File: src/rtl/dso_pkg.sv
// Shared types and S2MM command-word layout for the DSO capture path.
package dso_pkg;

  localparam int unsigned CMD_W     = 72;
  localparam int unsigned BTT_W     = 23;
  localparam int unsigned SADDR_W   = 32;
  localparam int unsigned TAG_W     = 4;

  localparam int unsigned BTT_OFF   = 0;
  localparam int unsigned TYPE_OFF  = 23;
  localparam int unsigned EOF_OFF   = 30;
  localparam int unsigned SADDR_OFF = 32;
  localparam int unsigned TAG_OFF   = 64;

  typedef enum logic [1:0] {
    ST_IDLE  = 2'd0,
    ST_ISSUE = 2'd1,
    ST_DRAIN = 2'd2,
    ST_ERROR = 2'd3
  } state_t;

endpackage

File: src/rtl/s2mm_cmd_scheduler_if.sv
// S2MM command channel plus completion/error/halt sideband to the DataMover.
interface s2mm_cmd_scheduler_if;
  import dso_pkg::*;

  logic             cmd_tvalid;
  logic             cmd_tready;
  logic [CMD_W-1:0] cmd_tdata;
  logic             wr_xfer_cmplt;
  logic             s2mm_err;
  logic             s2mm_halt;

  modport master (
    output cmd_tvalid, cmd_tdata, s2mm_halt,
    input  cmd_tready, wr_xfer_cmplt, s2mm_err
  );

  modport slave (
    input  cmd_tvalid, cmd_tdata, s2mm_halt,
    output cmd_tready, wr_xfer_cmplt, s2mm_err
  );

endinterface

File: src/rtl/s2mm_cmd_pack.sv
// Combinational packer: ring index, base and BTT into one 72-bit S2MM command.
module s2mm_cmd_pack
  import dso_pkg::*;
#(
  parameter int unsigned IDX_W = 10
) (
  input  logic [IDX_W-1:0]   index,
  input  logic [SADDR_W-1:0] base,
  input  logic [BTT_W-1:0]   btt,
  output logic [CMD_W-1:0]   cmd_c
);

  logic [SADDR_W-1:0] saddr;

  assign saddr = base + SADDR_W'(index) * SADDR_W'(btt);

  always_comb begin
    cmd_c                        = '0;
    cmd_c[BTT_OFF +: BTT_W]      = btt;
    cmd_c[TYPE_OFF]              = 1'b1;
    cmd_c[EOF_OFF]               = 1'b1;
    cmd_c[SADDR_OFF +: SADDR_W]  = saddr;
    cmd_c[TAG_OFF +: TAG_W]      = TAG_W'(index);
  end

endmodule

File: src/rtl/s2mm_cmd_scheduler.sv
// Issues fixed-size ring-buffer write commands to the S2MM DataMover, bounds
// commands in flight, counts completions and latches DataMover errors.
module s2mm_cmd_scheduler
  import dso_pkg::*;
#(
  parameter logic [31:0]  BUF_BASE    = 32'h0000_0000,
  parameter logic [22:0]  CHUNK_BYTES = 23'd8192,
  parameter int unsigned  NUM_CHUNKS  = 1024,
  parameter int unsigned  MAX_OUT     = 4,
  localparam int unsigned IDX_W       = $clog2(NUM_CHUNKS)
) (
  input  logic                    axi_aclk,
  input  logic                    axi_aresetn,
  input  logic                    run,
  s2mm_cmd_scheduler_if.master    cmd,
  output logic                    busy,
  output logic                    err_latched,
  output logic [31:0]             chunk_done,
  output logic [IDX_W-1:0]        wr_index
);

  localparam int unsigned OUT_W = 4;

  state_t             state, state_d;
  logic [OUT_W-1:0]   outstanding, outstanding_d, out_nxt;
  logic [IDX_W-1:0]   wr_index_d;
  logic [31:0]        chunk_done_d;
  logic [CMD_W-1:0]   tdata_d, packed_c;
  logic               valid_d, halt_d, busy_d, err_d;
  logic               hs_c, cmplt_ok_c, spurious_c, err_exit_c;

  assign hs_c       = cmd.cmd_tvalid && cmd.cmd_tready;
  assign cmplt_ok_c = cmd.wr_xfer_cmplt && (outstanding != '0);
  assign spurious_c = cmd.wr_xfer_cmplt && (outstanding == '0);
  assign err_exit_c = (state == ST_ERROR) && (state_d == ST_IDLE);

  s2mm_cmd_pack #(.IDX_W(IDX_W)) u_pack (
    .index (wr_index_d),
    .base  (BUF_BASE),
    .btt   (CHUNK_BYTES),
    .cmd_c (packed_c)
  );

  // State register
  always_ff @(posedge axi_aclk or negedge axi_aresetn) begin
    if (!axi_aresetn) state <= ST_IDLE;
    else              state <= state_d;
  end

  // Datapath next values that the state decision depends on
  always_comb begin
    out_nxt    = outstanding;
    wr_index_d = wr_index;
    valid_d    = 1'b0;
    case ({hs_c, cmplt_ok_c})
      2'b10:   out_nxt = outstanding + OUT_W'(1);
      2'b01:   out_nxt = outstanding - OUT_W'(1);
      default: out_nxt = outstanding;
    endcase
    if (hs_c) begin
      wr_index_d = (wr_index == IDX_W'(NUM_CHUNKS - 1)) ? '0 : wr_index + IDX_W'(1);
    end
    // An offered command is held until accepted; only an error may retract it
    case (state)
      ST_ISSUE: valid_d = run ? (out_nxt < OUT_W'(MAX_OUT))
                              : (cmd.cmd_tvalid && !cmd.cmd_tready);
      ST_DRAIN: valid_d = cmd.cmd_tvalid && !cmd.cmd_tready;
      default:  valid_d = 1'b0;
    endcase
    if (cmd.s2mm_err) valid_d = 1'b0;
  end

  // Next-state logic; a DataMover error overrides every other transition
  always_comb begin
    state_d = state;
    case (state)
      ST_IDLE:  if (run) state_d = ST_ISSUE;
      ST_ISSUE: if (!run) state_d = ST_DRAIN;
      ST_DRAIN: if ((out_nxt == '0) && !valid_d) state_d = ST_IDLE;
      ST_ERROR: if (!run) state_d = ST_IDLE;
      default:  state_d = ST_IDLE;
    endcase
    if (cmd.s2mm_err) state_d = ST_ERROR;
  end

  // Output / counter next values
  always_comb begin
    outstanding_d = err_exit_c ? '0 : out_nxt;
    halt_d        = (state_d == ST_ERROR);
    busy_d        = (state_d != ST_IDLE);
    tdata_d       = valid_d ? packed_c : cmd.cmd_tdata;
    chunk_done_d  = chunk_done;
    if ((state == ST_IDLE) && (state_d == ST_ISSUE)) chunk_done_d = '0;
    else if (cmplt_ok_c)                             chunk_done_d = chunk_done + 32'd1;
    err_d = err_latched;
    if (err_exit_c)                             err_d = 1'b0;
    if ((state_d == ST_ERROR) || spurious_c)    err_d = 1'b1;
  end

  always_ff @(posedge axi_aclk or negedge axi_aresetn) begin
    if (!axi_aresetn) begin
      outstanding    <= '0;
      wr_index       <= '0;
      chunk_done     <= '0;
      err_latched    <= 1'b0;
      busy           <= 1'b0;
      cmd.cmd_tvalid <= 1'b0;
      cmd.cmd_tdata  <= '0;
      cmd.s2mm_halt  <= 1'b0;
    end else begin
      outstanding    <= outstanding_d;
      wr_index       <= wr_index_d;
      chunk_done     <= chunk_done_d;
      err_latched    <= err_d;
      busy           <= busy_d;
      cmd.cmd_tvalid <= valid_d;
      cmd.cmd_tdata  <= tdata_d;
      cmd.s2mm_halt  <= halt_d;
    end
  end

endmodule

File: src/flat_wrapper.sv
// flat-port wrapper written by rule: the top's interface ports become plain ports
module s2mm_cmd_scheduler_flat import dso_pkg::*;
#(
  parameter logic [31:0]  BUF_BASE    = 32'h0000_0000,
  parameter logic [22:0]  CHUNK_BYTES = 23'd8192,
  parameter int unsigned  NUM_CHUNKS  = 1024,
  parameter int unsigned  MAX_OUT     = 4,
  localparam int unsigned IDX_W       = $clog2(NUM_CHUNKS)
)
  (axi_aclk, axi_aresetn, run, busy, err_latched, chunk_done, wr_index, cmd_cmd_tvalid, cmd_cmd_tdata, cmd_s2mm_halt, cmd_cmd_tready, cmd_wr_xfer_cmplt, cmd_s2mm_err);
  s2mm_cmd_scheduler_if cmd_i ();
  input  logic axi_aclk;
  input  logic axi_aresetn;
  input  logic run;
  output logic busy;
  output logic err_latched;
  output logic [31:0] chunk_done;
  output logic [IDX_W-1:0] wr_index;
  output wire logic [$bits(cmd_i.cmd_tvalid)-1:0] cmd_cmd_tvalid;
  output wire logic [$bits(cmd_i.cmd_tdata)-1:0] cmd_cmd_tdata;
  output wire logic [$bits(cmd_i.s2mm_halt)-1:0] cmd_s2mm_halt;
  input wire logic [$bits(cmd_i.cmd_tready)-1:0] cmd_cmd_tready;
  input wire logic [$bits(cmd_i.wr_xfer_cmplt)-1:0] cmd_wr_xfer_cmplt;
  input wire logic [$bits(cmd_i.s2mm_err)-1:0] cmd_s2mm_err;
  assign cmd_cmd_tvalid = cmd_i.cmd_tvalid;
  assign cmd_cmd_tdata = cmd_i.cmd_tdata;
  assign cmd_s2mm_halt = cmd_i.s2mm_halt;
  assign cmd_i.cmd_tready = cmd_cmd_tready;
  assign cmd_i.wr_xfer_cmplt = cmd_wr_xfer_cmplt;
  assign cmd_i.s2mm_err = cmd_s2mm_err;
  s2mm_cmd_scheduler #(.BUF_BASE(BUF_BASE), .CHUNK_BYTES(CHUNK_BYTES), .NUM_CHUNKS(NUM_CHUNKS), .MAX_OUT(MAX_OUT)) u_core (.axi_aclk(axi_aclk), .axi_aresetn(axi_aresetn), .run(run), .cmd(cmd_i), .busy(busy), .err_latched(err_latched), .chunk_done(chunk_done), .wr_index(wr_index));
endmodule
File: config.mk
export PLATFORM = sky130hd
export DESIGN_NAME = s2mm_cmd_scheduler_flat
export DESIGN_NICKNAME = d
export VERILOG_FILES = /design/src/rtl/dso_pkg.sv /design/src/rtl/s2mm_cmd_scheduler_if.sv /design/src/rtl/s2mm_cmd_pack.sv /design/src/rtl/s2mm_cmd_scheduler.sv /design/src/flat_wrapper.sv
export SDC_FILE = /design/constraint.sdc
export NUM_CORES = 1
export LEC_CHECK = 0
export ABC_AREA = 1
export CORE_MARGIN = 2
export CORE_UTILIZATION = 45
export DETAILED_ROUTE_END_ITERATION = 8
export PLACE_DENSITY = 0.74
export SLEW_MARGIN = 20
export SYNTH_ARGS = -nofsm -noshare
export SYNTH_HDL_FRONTEND = slang
export SYNTH_HIERARCHICAL = 1
export SYNTH_SLANG_ARGS = --single-unit
File: constraint.sdc
create_clock -name axi_aclk -period 14.75 [get_ports axi_aclk]
set_clock_uncertainty 0.1 [all_clocks]
set_input_delay 2.95 -clock axi_aclk [delete_from_list [all_inputs] [get_ports axi_aclk]]
set_output_delay 2.95 -clock axi_aclk [all_outputs]
set_load 0.01 [all_outputs]
==> results of run 1 <==
==> layout make-up <==
type	instances	area, um2
repair buffers	136	1326
inverters	488	1832
flip-flops and latches	124	3103
clock buffers	17	425.4
fillers	3148	15350
clock inverters	15	173.9
multi-input cells	1405	9776
well taps	442	553.0
==> stage by stage <==
stage / setup slack [ns] / instances
finish: 6.837 / 2627
global placement: 6.440 / 2595
CTS: 6.819 / 2627
global route: 6.522 / 2627
detailed placement: 6.354 / 2595
floorplan: 7.432 / 2120
==> report_power, final <==
| part | switching [mW] | internal, mW | total (mW) |
|---|---|---|---|
| clock | 0.200 | 0.242 | 0.443 |
| combinational | 1.45 | 0.869 | 2.31 |
| sequential | 0.0599 | 0.421 | 0.481 |
==> cells by family (layout without fill, tap and decap cells) <==
family                   Yosys count  after routing  share of synthesized area
flip-flops                       124            124                     0.2082
XOR/XNOR                          46             46                    0.02703
buffers and inverters            591            656                     0.1613
adder cells (fa/ha/maj)          270            270                     0.3254
AO/OA/AOI/OAI                     44             44                    0.01679
other                              4             93                   0.001007
AND/OR/NAND/NOR                  951            951                     0.2597
multiplexers                       1              1                  0.0006716
==> layout by cell type (no fill, tap or decap), drive strengths merged <==
master         synthesis  routed
or2                    1       1
xor2                  34      34
fa                   196     196
a21oi                 27      27
xnor2                 12      12
mux2i                  1       1
nand2b                 1       1
nor3b                  2       2
clkinv                 0       3
nor2                 108     108
or4                    1       1
and2                   6       6
bufinv                 0       1
inv                  488     498
clkdlybuf4s50          0     122
o21bai                 5       5
and3b                  1       1
dfrtp                124     124
o21ai                  7       7
nor4                   3       3
o32ai                  1       1
a31oi                  1       1
ha                    74      74
o211ai                 2       2
nor3                  13      13
buf                   60      14
nand2                735     735
clkbuf                43      17
conb                   4      93
clkinvlp               0       1
nand3                 58      58
a31o                   1       1
nand3b                 2       2
nand4                 20      20
==> state kept, by name, summed over array words and instances, names as in the netlist <==
name,cells
u_core/cmd.cmd_tdata,72
u_core/chunk_done,32
u_core/wr_index,10
u_core/outstanding,4
u_core/state,2
u_core/busy,1
u_core/cmd.cmd_tvalid,1
u_core/cmd.s2mm_halt,1
u_core/err_latched,1
==> worst max-delay path, stage by stage <==
cell	delay, ns
sky130_fd_sc_hd__clkdlybuf4s50_1	0.47
sky130_fd_sc_hd__nand2_1	0.19
sky130_fd_sc_hd__nor2_1	0.27
sky130_fd_sc_hd__nand3_1	0.11
sky130_fd_sc_hd__nor2_1	0.16
sky130_fd_sc_hd__nand2_1	0.09
sky130_fd_sc_hd__nor2_1	0.20
sky130_fd_sc_hd__nand2_1	0.12
sky130_fd_sc_hd__nor3_1	0.19
sky130_fd_sc_hd__nor3b_2	0.07
sky130_fd_sc_hd__buf_4	0.24
sky130_fd_sc_hd__nand2_1	0.09
sky130_fd_sc_hd__inv_1	0.05
sky130_fd_sc_hd__fa_1	0.45
sky130_fd_sc_hd__fa_1	0.47
sky130_fd_sc_hd__fa_1	0.45
sky130_fd_sc_hd__fa_1	0.46
sky130_fd_sc_hd__fa_1	0.44
sky130_fd_sc_hd__ha_1	0.37
sky130_fd_sc_hd__nand4_1	0.13
sky130_fd_sc_hd__nand2_1	0.06
sky130_fd_sc_hd__nand2_1	0.06
sky130_fd_sc_hd__nand2_1	0.05
==> per-layer routing <==
layer,global-route usage,share of wire,wire [um],vias to the layer above
met2,0.3883,0.50,18320,319
met3,0.03189,0.044,1609,77
li1,-,-,-,5980
met1,0.2778,0.42,15230,5980
met4,0.08472,0.032,1147,0
met5,0,0,0,-
==> worst paths after layout <==
kind	to	depth (start not counted)
max	u_core/cmd.cmd_tdata[54]$_DFFE_PN0P_	23
min	u_core/err_latched$_DFFE_PN0P_	2
max reg2reg	u_core/chunk_done[21]$_DFFE_PN0P_	22
min reg2reg	u_core/err_latched$_DFFE_PN0P_	2
max in group asynchronous	u_core/chunk_done[17]$_DFFE_PN0P_	2
min in group asynchronous	u_core/cmd.cmd_tdata[64]$_DFFE_PN0P_	1
==> summary by stage, run 1 <==
Power
Power spread over the standard cell area amounts to 188.4 nW/um2. The analysis attributes to cell leakage a power of 10.42 nW. The peak ir drop on the vdd network is 0.0001536 V. The power consumption is 3.239 mW.

Timing
The total of endpoints with negative setup slack in the final report is 0. The count of final max-slew check failures is 0. In the finished design, the share of the clock period the worst path needs comes to 0.5365.

For the pin with the worst max-slew slack, the measured transition is 0.8478 ns. The smallest hold slack is 0.3709 ns. The setup TNS after final layout is 0 ns. The worst slew margin relative to its limit is 0.4348. The fmax is 0.1264 GHz.

Setup repair after global routing left no endpoint under its margin. The post-layout minimum cycle time is 7.913 ns. The hold violation count in the final report is 0.

Clock network
The CTS tree is yes. The post-CTS resize count is 0. The source-to-sink clock delay at the later pin of the worst-skew pair is 0.44 ns. The number of buffers inserted to repair setup after CTS is 0. The level count of the clock H-tree is 4. For this design, the sink count on the clock tree is 124. The clock buffer count from CTS is 17. The deepest clock path buffer count is 2. Buffers inserted to repair hold after CTS numbered 0. CTS placed an instance of sky130_fd_sc_hd__clkbuf_16 at the clock tree root. The clock edge transition at the registers on the reported setup and hold paths is 0.08 ns.

Floorplanning
The region available for standard cell placement spans 32,540 um2. The starting density of the core is 0.4581. The count of boundary I/O pins is 124. The placement row count is 66. From bottom edge to top edge, the die measures 186.0 um. The die covers 34,590 um2. The die is 186.0 um wide.

Yosys
The synthesis warning total is 6. In the synthesized netlist the dominant register cell turns out to be sky130_fd_sc_hd__dfrtp_1. The cell with the most instances after synthesis is sky130_fd_sc_hd__nand2_1. The count of flip-flops with a built-in enable after synthesis is 0. The share of synthesized area in the top cell type comes to 0.2633. A synthesized cell averages 7.338 um2. The synthesized netlist occupies a cell area of 14,900 um2. The biggest area contributor in the post-synthesis netlist is sky130_fd_sc_hd__fa_1.

Counting flops and latches in the post-synthesis netlist gives 124. Ranked by instance count, the synthesized netlist is headed by 723 x sky130_fd_sc_hd__nand2_1, 487 x sky130_fd_sc_hd__inv_1, 196 x sky130_fd_sc_hd__fa_1. Counting distinct cell types in the post-synthesis netlist gives 41.

Counting every instance in the synthesized netlist gives 2,031. The portion of the post-synthesis area used by sequential elements is 0.2082. The async set-reset flop share out of synthesis is 1.000. After synthesis, the cell types taking the most area are sky130_fd_sc_hd__fa_1 26%, sky130_fd_sc_hd__dfrtp_1 21%, sky130_fd_sc_hd__nand2_1 18%.

Route
The detail route stage leaves a number of antenna-violating nets equal to 0. The detailed-route wire length is 36.31 mm. The first TritonRoute pass finished after 5 iterations. The via count is 12,360. Dividing the detail-routed wire length by the instance count gives 13.82 um. After detailed routing, the number of vias per cell comes to 4.703. The iteration-0 DRC count of the detailed router is 715.

In the routed design, unresolved DRC markers number 0.

Placed design
The congestion estimate from routability-driven global placement came to 0.8894. The count of buffers added on input and output ports is 123. Detailed placement finished with a half-perimeter wire length of 27.84 mm.

In this run the cell area measured after placement is 16,590 um2.

Worst setup path
The critical register-to-register path startpoint is u_core/outstanding[0]$_DFF_PN0_. The launching element type of the critical path is an input pin. The highest fanout seen on the critical path is 25. For flop-to-flop paths, the worst setup slack is 9.43 ns. The data required time of the critical path is 14.99 ns. The endpoint kind of the worst setup timing path is a flip-flop. The worst setup path is of the in -> reg kind. The data arrival time of the critical path is 8.15 ns.

The origin of the worst setup path is cmd_cmd_tready.

Finish
The final core utilization is 0.5283. The area growth from synthesis to final layout is 15.33%. In the final layout, the share of cells above drive strength 1 is 0.04165. Summing all non-filler instances in the final layout gives an area of 17,190 um2. The number of antenna diodes in the final layout is 0. The final-stage net count is 2,448.

Global routing
The global-route wire length before repair is 60.76 mm. The total congestion overflow is 0. The maximum number of pins on one net before global-route repair is 75.

For this run, the total global-route usage over all layers was measured as 0.2220. The initial antenna violation count is 0. The via count of the first global-routing pass is 12,740.

Worst hold path
The worst hold path begins at u_core/err_latched$_DFFE_PN0P_. The path class of the lowest-slack min-delay path is reg -> reg.

Run status
The run finished with clean final reports.

Flow run
The count of max-cap constraint violations is 0.
No activity file was read; power rests on OpenSTA's default activity.
==> run 2: changes to the inputs <==
Settings changed: PLACE_DENSITY 0.74 to 0.77.
Clock period 14.75 ns to 6.8 ns, I/O delays scaled along.
==> run 2 against run 1 <==
  * Via count fell by 0.23%
  * Sequential power rose by 120%
  * Hold slack improved by 0.0095 ns
  * Worst setup slack got worse by 6.1 ns
  * Critical path type unchanged
  * Largest power group unchanged
  * Wire length fell by 2.9%
  * Die area did not move
  * Clock power rose by 120%
  * Highest routed layer unchanged
==> summary by stage, run 2 (synthesis gave the netlist of run 1 again) <==
Run status
The flow ran to the end, and the final reports show no timing, DRC or antenna violations.

Finish
Leaving out fill and tap cells, the most frequent cell in the layout is sky130_fd_sc_hd__nand2_1. The final-stage net count was 2,450 (+0.082%). The number of flip-flops under the largest register name is 72 (unchanged). The layout cell share with drive strength beyond 1 was 0.04252 (+0.0008764).

The largest registers in the layout are u_core/cmd.cmd_tdata x72, u_core/chunk_done x32, u_core/wr_index x10. Relative to the synthesized area, the layout overhead comes to 15.49%. The final non-filler cell area was 17,210 um2 (+0.14%). The number of antenna repair diodes is 0 (unchanged). The number of fill cells is 3,033 (-3.7%). In the layout the commonest cells are 722 x sky130_fd_sc_hd__nand2_1, 487 x sky130_fd_sc_hd__inv_1, 196 x sky130_fd_sc_hd__fa_1. Ranked by flip-flop count, first place goes to u_core/cmd.cmd_tdata.

The final core utilization is 0.5290 (+0.0007310).

Placed design
The detailed placer's ending HPWL is 27.75 mm (-0.33%). The standard cell area after detailed placement is 16,600 um2 (about the same). The number of buffers added on ports is 123 (unchanged). The routability congestion estimate was 0.9608 (+8.0%). The post-placement setup slack was 0.3100 ns (-6.044 ns).

Global routing
The initial antenna violation count came to 0 (unchanged). The global-route track usage on met1 is 0.2826 (+0.004827). The via count of the first global-routing pass is 12,830 (+0.71%). The fraction of met3 tracks used by global routing is 0.02994 (-0.001957). The most congested layer reported by global routing is met2. The met2 track utilization from global routing is 0.3813 (-0.006989). The overall fraction of global-route tracks in use was 0.2175 (-0.004585).

The total congestion overflow was 0 (unchanged). The global-route wire length before repair is 60.60 mm (-0.27%). The maximum number of pins on one net before global-route repair came to 75 (unchanged).

Clock network
The count of clock tree sinks is 124 (unchanged). The clock edge transition at the registers on the reported setup and hold paths is 0.07 ns (about the same). The clock buffer count from CTS is 17 (unchanged). The number of hold-repair buffers added at the cts stage is 0 (unchanged). The post-CTS resize count came to 0 (unchanged).

The level count of the clock H-tree is 4 (unchanged). The number of buffers inserted to repair setup after CTS was 0 (unchanged). The deepest clock path buffer count is 2 (unchanged). The tree is rooted in a sky130_fd_sc_hd__clkbuf_16. The CTS tree is yes. The source-to-sink clock delay at the later pin of the worst-skew pair is 0.42 ns (-0.02 ns).

Timing
The share of the clock period used by the worst path is 0.8934. Setup repair after global routing left no endpoint under its margin. The transition at the pin with the smallest max-transition slack is 0.9227 ns (+0.07489 ns). The smallest hold slack is 0.3804 ns (+0.009488 ns).

The count of final max-slew check failures came to 0 (unchanged). The fmax is 0.1646 GHz. The total of endpoints with negative setup slack in the final report was 0 (unchanged). The setup TNS after final layout came to 0 ns (unchanged).

The smallest setup slack after layout was 0.7249 ns (-6.112 ns). The post-layout minimum cycle time is 6.075 ns. The hold violation count in the final report is 0 (unchanged).

The worst slew margin relative to its limit is 0.3849 (-0.04993).

Power
The leakage power is 10.43 nW (about the same). The fraction of power consumed by sequential logic came to 0.150 (about the same). The switching portion of total power is 0.5196 (-0.007186).

The power density over the cells is 405.3 nW/um2 (+120%). The design internal power is 3.351 mW (+120%). The combinational power share is 0.713 (-0.002). The net switching power of the design is 3.625 mW (+110%).

The clock network fraction of total power came to 0.137 (about the same). The peak ir drop on the vdd network was 0.0002959 V (+93%).

Floorplanning
The core footprint is 32,540 um2 (unchanged). The height of the die was 186.0 um (unchanged). The placement row count was 66 (unchanged).

The count of boundary I/O pins is 124 (unchanged). The starting density of the core was 0.4581 (unchanged). The horizontal extent of the die was 186.0 um (unchanged). The overall die area is 34,590 um2 (unchanged).

Route
The via count is 12,330 (-0.23%). The average wire per standard cell is 13.41 um (-3.0%). The number of detailed-routing iterations run before antenna repair is 5 (unchanged). The detailed-route wire length is 35.26 mm (-2.9%). The iteration-0 DRC count of the detailed router came to 743 (+3.9%).

The via count normalized by instance count is 4.689 (-0.30%). The number of remaining DRC errors is 0 (unchanged). The residual antenna-violating net count after detailed routing is 0 (unchanged).

Flow run
The count of max-cap constraint violations is 0 (unchanged).

Worst setup path
The highest fanout seen on the critical path is 6 (-76%). The depth of the worst register-to-register path came to 21 (-4.5%). The data required time of the critical path is 7.02 ns (-7.97 ns). The worst setup path is launched from an input pin. The data arrival time of the critical path came to 6.29 ns (-1.86 ns).

The critical path class is in -> reg. The endpoint kind of the worst setup timing path is a flip-flop.

Worst hold path
The path class of the lowest-slack min-delay path is reg -> reg. The number of stages on the worst hold path was 2 (unchanged).
==> run 2: changes by cell type in the layout (fill, tap and decap cells not counted), sizes merged <==
cell      delta
buf          +2
bufinv       +1
clkinvlp     +2
inv          -5
clkbuf       +2
==> run 2: layout make-up <==
type                            instances  area (um2)  share of cell area
Clock inverter                         13       155.1            0.009014
Clock buffer                           19       452.9             0.02631
Tap cell                              442       553.0             0.03213
Sequential cell                       124        3103              0.1803
Inverter                              488        1832              0.1064
Multi-Input combinational cell       1405        9776              0.5679
Timing Repair Buffer                  138        1341             0.07792
==> run 2: routing by layer <==
layer / wire, um / share of wire / vias up
li1: - / - / 5984
met1: 14980 / 0.42 / 5884
met2: 17680 / 0.50 / 403
met3: 1968 / 0.056 / 57
met4: 625 / 0.018 / 0
met5: 0 / 0 / -
==> run 2: worst paths after layout <==
check	from	end	slack, ns
setup / recovery	cmd_cmd_tready	u_core/cmd.cmd_tdata[54]$_DFFE_PN0P_	0.72
hold / removal	u_core/cmd.cmd_tdata[26]$_DFFE_PN0P_	u_core/cmd.cmd_tdata[26]$_DFFE_PN0P_	0.38
setup reg to reg	u_core/cmd.cmd_tvalid$_DFF_PN0_	u_core/cmd.cmd_tdata[54]$_DFFE_PN0P_	1.75
hold reg to reg	u_core/cmd.cmd_tdata[26]$_DFFE_PN0P_	u_core/cmd.cmd_tdata[26]$_DFFE_PN0P_	0.38
max in group asynchronous	axi_aresetn	u_core/cmd.cmd_tdata[51]$_DFFE_PN0P_	4.28
min in group asynchronous	axi_aresetn	u_core/wr_index[2]$_DFF_PN0_	0.90
==> run 2: power groups by stage <==
stage,Clock (mW),Combinational [mW],Sequential (mW)
after global placement,0,4.29,1.05
after detailed placement,0,4.31,1.06
after floorplan,0,3.51,1.11
after global routing,1.00,5.64,1.07
final,0.954,4.98,1.05
after CTS,0.976,4.33,1.05
==> run 2: per-stage QoR <==
step,std cells,power [mW]
after global placement,2597,5.337
after CTS,2629,6.355
after global routing,2629,7.717
after detailed placement,2597,5.366
final,2629,6.976
after floorplan,2120,4.620
==> run 2: worst max-delay path, stage by stage <==
cell,delay [ns]
sky130_fd_sc_hd__clkdlybuf4s50_1,0.48
sky130_fd_sc_hd__nand2_1,0.15
sky130_fd_sc_hd__nor2_1,0.24
sky130_fd_sc_hd__nand3_1,0.11
sky130_fd_sc_hd__nor2_1,0.17
sky130_fd_sc_hd__nand2_1,0.09
sky130_fd_sc_hd__nor2_1,0.20
sky130_fd_sc_hd__nand2_1,0.12
sky130_fd_sc_hd__nor3_1,0.20
sky130_fd_sc_hd__nor3b_2,0.09
sky130_fd_sc_hd__nand2_1,0.10
sky130_fd_sc_hd__inv_1,0.05
sky130_fd_sc_hd__fa_1,0.44
sky130_fd_sc_hd__fa_1,0.46
sky130_fd_sc_hd__fa_1,0.47
sky130_fd_sc_hd__fa_1,0.46
sky130_fd_sc_hd__fa_1,0.44
sky130_fd_sc_hd__ha_1,0.36
sky130_fd_sc_hd__nand4_1,0.12
sky130_fd_sc_hd__nand2_1,0.06
sky130_fd_sc_hd__nand2_1,0.06
sky130_fd_sc_hd__nand2_1,0.06
==> run 3: changes to the inputs <==
Settings changed: PLACE_DENSITY 0.77 to 0.74.
Clock period 6.8 ns to 6.34 ns, I/O delays scaled along.
==> run 3 against run 2 <==
  * Combinational power increased by 8.0%
  * Hold slack worse by 0.0056 ns
  * Global-route usage hardly changed
  * Non-clock buffer count is 6 higher
  * Design area rose by 0.19%
  * Sequential cell count did not move
  * Largest cell class unchanged
==> summary by stage, run 3 (synthesis gave the netlist of run 1 again) <==
Floorplanning
The core footprint is 32,540 um2 (unchanged). The count of boundary I/O pins is 124 (unchanged). The horizontal extent of the die is 186.0 um (unchanged).

The placement row count is 66 (unchanged). The starting density of the core is 0.4581 (unchanged). The overall die area was 34,590 um2 (unchanged).

The height of the die is 186.0 um (unchanged).

Timing
The share of the clock period used by the worst path is 0.9129. Based on the critical path, the design can be clocked at up to 0.1728 GHz. The post-layout minimum cycle time is 5.788 ns. The setup TNS after final layout is 0 ns (unchanged).

The transition at the pin with the smallest max-transition slack is 0.8697 ns (-0.05296 ns). The total of endpoints with negative setup slack in the final report is 0 (unchanged). The hold violation count in the final report was 0 (unchanged). Setup repair after global routing left no endpoint under its margin. The count of final max-slew check failures was 0 (unchanged). The worst slew margin relative to its limit is 0.4202 (+0.03531).

Worst setup path
The delay of the slowest cell on the worst path was 0.49 ns (about the same). The most repeated library cell on the critical path is sky130_fd_sc_hd__nand2_1. The launching element type of the critical path is an input pin. Traced cell by cell, the critical path runs through clkdlybuf4s50_1 > nand2_1 > nor2_1 > nand3_1 > nor2_1 > nand2_1 > nor2_1 > nand2_1 > nor3_1 > nor3b_2 > nand2_1 > inv_1 > fa_1 > fa_1 > fa_1 > fa_1 > fa_1 > ha_1 > nand4_1 > nand2_1 > nand2_1 > nand2_1.

The critical register-to-register path startpoint is u_core/cmd.cmd_tvalid$_DFF_PN0_. The data required time of the critical path is 6.56 ns (-0.46 ns). On the critical path, the stage with the largest delay is an instance of sky130_fd_sc_hd__fa_1. The register-to-register path setup slack is 1.48 ns (-0.27 ns). The depth of the worst register-to-register path came to 21 (unchanged). The critical path starts at cmd_cmd_tready. The critical path class is in -> reg. On the critical path the largest part of the delay comes from adder cells. STA classifies the critical path endpoint as a flip-flop. The critical path buffer and inverter count came to 2 (unchanged).

The capturing point of the worst reg2reg path is u_core/cmd.cmd_tdata[54]$_DFFE_PN0P_. The highest fanout seen on the critical path came to 3 (-3). The data arrival time of the critical path was 6.01 ns (-0.28 ns).

The number of stages on the worst setup path is 22 (unchanged). Following the worst setup path forward leads to its endpoint at u_core/cmd.cmd_tdata[54]$_DFFE_PN0P_.

Clock network
The number of buffers inserted to repair setup after CTS is 0 (unchanged). The clock edge transition at the registers on the reported setup and hold paths was 0.07 ns (about the same). The CTS tree is yes.

The deepest clock path buffer count is 2 (unchanged). The post-CTS resize count is 0 (unchanged). The buffer cell driving the clock tree root is sky130_fd_sc_hd__clkbuf_16. The clock buffer count from CTS is 17 (unchanged). The count of clock tree sinks is 124 (unchanged).

The number of hold-repair buffers added at the cts stage is 0 (unchanged). The source-to-sink clock delay at the later pin of the worst-skew pair is 0.43 ns (about the same). The level count of the clock H-tree was 4 (unchanged).

Finish
Ranked by flip-flop count, first place goes to u_core/cmd.cmd_tdata. The area taken by multi-input logic gates was 9776 um2 (unchanged). The final-stage net count is 2,456 (+0.24%). The number of antenna repair diodes is 0 (unchanged). The layout cell share with drive strength beyond 1 came to 0.04514 (+0.002620). The post-route non-filler standard cell count came to 2,635 (+0.23%).

The area growth from synthesis to final layout is 15.71%. The largest registers in the layout are u_core/cmd.cmd_tdata x72, u_core/chunk_done x32, u_core/wr_index x10. In the layout the commonest cells are 722 x sky130_fd_sc_hd__nand2_1, 487 x sky130_fd_sc_hd__inv_1, 196 x sky130_fd_sc_hd__fa_1. The final core utilization is 0.5300 (+0.001000). The most frequent standard cell in the layout excluding fill and tap cells is sky130_fd_sc_hd__nand2_1. The number of fill cells came to 3,111 (+2.6%). The sequential cell area came to 3103 um2 (unchanged). The number of flip-flops under the largest register name was 72 (unchanged).

Route
The via count normalized by instance count came to 4.708 (+0.40%). The via count was 12,410 (+0.62%). The residual antenna-violating net count after detailed routing was 0 (unchanged). The number of detailed-routing iterations run before antenna repair is 6 (+1). The detailed-route wire length was 35.42 mm (+0.45%). The number of remaining DRC errors is 0 (unchanged). The iteration-0 DRC count of the detailed router is 746 (+0.40%). The average wire per standard cell was 13.44 um (+0.22%).

Worst hold path
The startpoint of the worst hold path is u_core/err_latched$_DFFE_PN0P_. The tightest min-delay check is of the reg -> reg type.

Global routing
The total congestion overflow is 0 (unchanged). The maximum number of pins on one net before global-route repair is 73 (-2.7%). The global-route wire length before repair is 60.38 mm (-0.36%). The initial antenna violation count came to 0 (unchanged).

The via count of the first global-routing pass came to 12,800 (-0.27%). The overall fraction of global-route tracks in use is 0.2178 (+0.0003351).

Placed design
The routability congestion estimate is 0.9599 (about the same). The cell total after placement is 2,603 (+0.23%). The number of buffers added on ports is 123 (unchanged). The detailed placer's ending HPWL came to 28.05 mm (+1.1%).

Run status
The flow ran to the end, and the final reports show no timing, DRC or antenna violations.

Power
The peak ir drop on the vdd network came to 0.0003936 V (+33%). The power density over the cells is 435.4 nW/um2 (+7.4%). The power consumption is 7.508 mW (+7.6%). The leakage power is 10.46 nW (+0.28%).

Flow run
The count of max-cap constraint violations came to 0 (unchanged).
[run 3: changes by cell type in the layout (fill, tap and decap cells not counted), moves of 2 or more]
cell and delta:
sky130_fd_sc_hd__buf_4 +6, sky130_fd_sc_hd__clkinv_4 -2, sky130_fd_sc_hd__clkbuf_8 -2, sky130_fd_sc_hd__inv_8 +4
[run 3: metrics by stage]
step	hold WS, ns	worst slack, ns	area (um2)
5_1_grt	0.3994	0.2619	17250
3_3_place_gp	0.3626	0.2077	16650
6_report	0.3748	0.5524	17250
2_1_floorplan	0.4064	0.7042	15240
3_5_place_dp	0.3616	0.1103	16650
4_1_cts	0.3776	0.5675	17250
[run 3: power by group]
group | leakage, nW | internal (mW) | switching [mW] | total, mW
clock | 0.288 | 0.563 | 0.441 | 1.00
combinational | 8.52 | 2.05 | 3.34 | 5.38
sequential | 1.65 | 0.980 | 0.139 | 1.12
[run 3: worst min path at each step]
stage,endpoint,slack (ns),depth (start not counted)
floorplan,u_core/err_latched$_DFFE_PN0P_,0.41,2
global placement,u_core/cmd.cmd_tdata[66]$_DFFE_PN0P_,0.36,2
detailed placement,u_core/err_latched$_DFFE_PN0P_,0.36,2
CTS,u_core/err_latched$_DFFE_PN0P_,0.38,2
global route,u_core/cmd.cmd_tdata[41]$_DFFE_PN0P_,0.40,2
finish,u_core/err_latched$_DFFE_PN0P_,0.37,2
[run 3: area by class of cell]
cell class	instances	area share
Clock buffer	17	0.02467
Sequential cell	124	0.1799
Clock inverter	15	0.009867
Timing Repair Buffer	144	0.08039
Tap cell	442	0.03207
Multi-Input combinational cell	1405	0.5669
Inverter	488	0.1062
[run 3: per-layer routing]
layer | vias up | track usage | share of wire
li1 | 6006 | - | -
met1 | 5936 | 0.2740 | 0.42
met2 | 393 | 0.3897 | 0.51
met3 | 70 | 0.02974 | 0.051
met4 | 0 | 0.06236 | 0.018
met5 | - | 0 | 0
[run 3: tightest hold or removal path, stage by stage, from the launching register on]
cell                      delay [ns]
sky130_fd_sc_hd__dfrtp_1        0.35
sky130_fd_sc_hd__nand2_1        0.05
sky130_fd_sc_hd__nand2_1        0.04
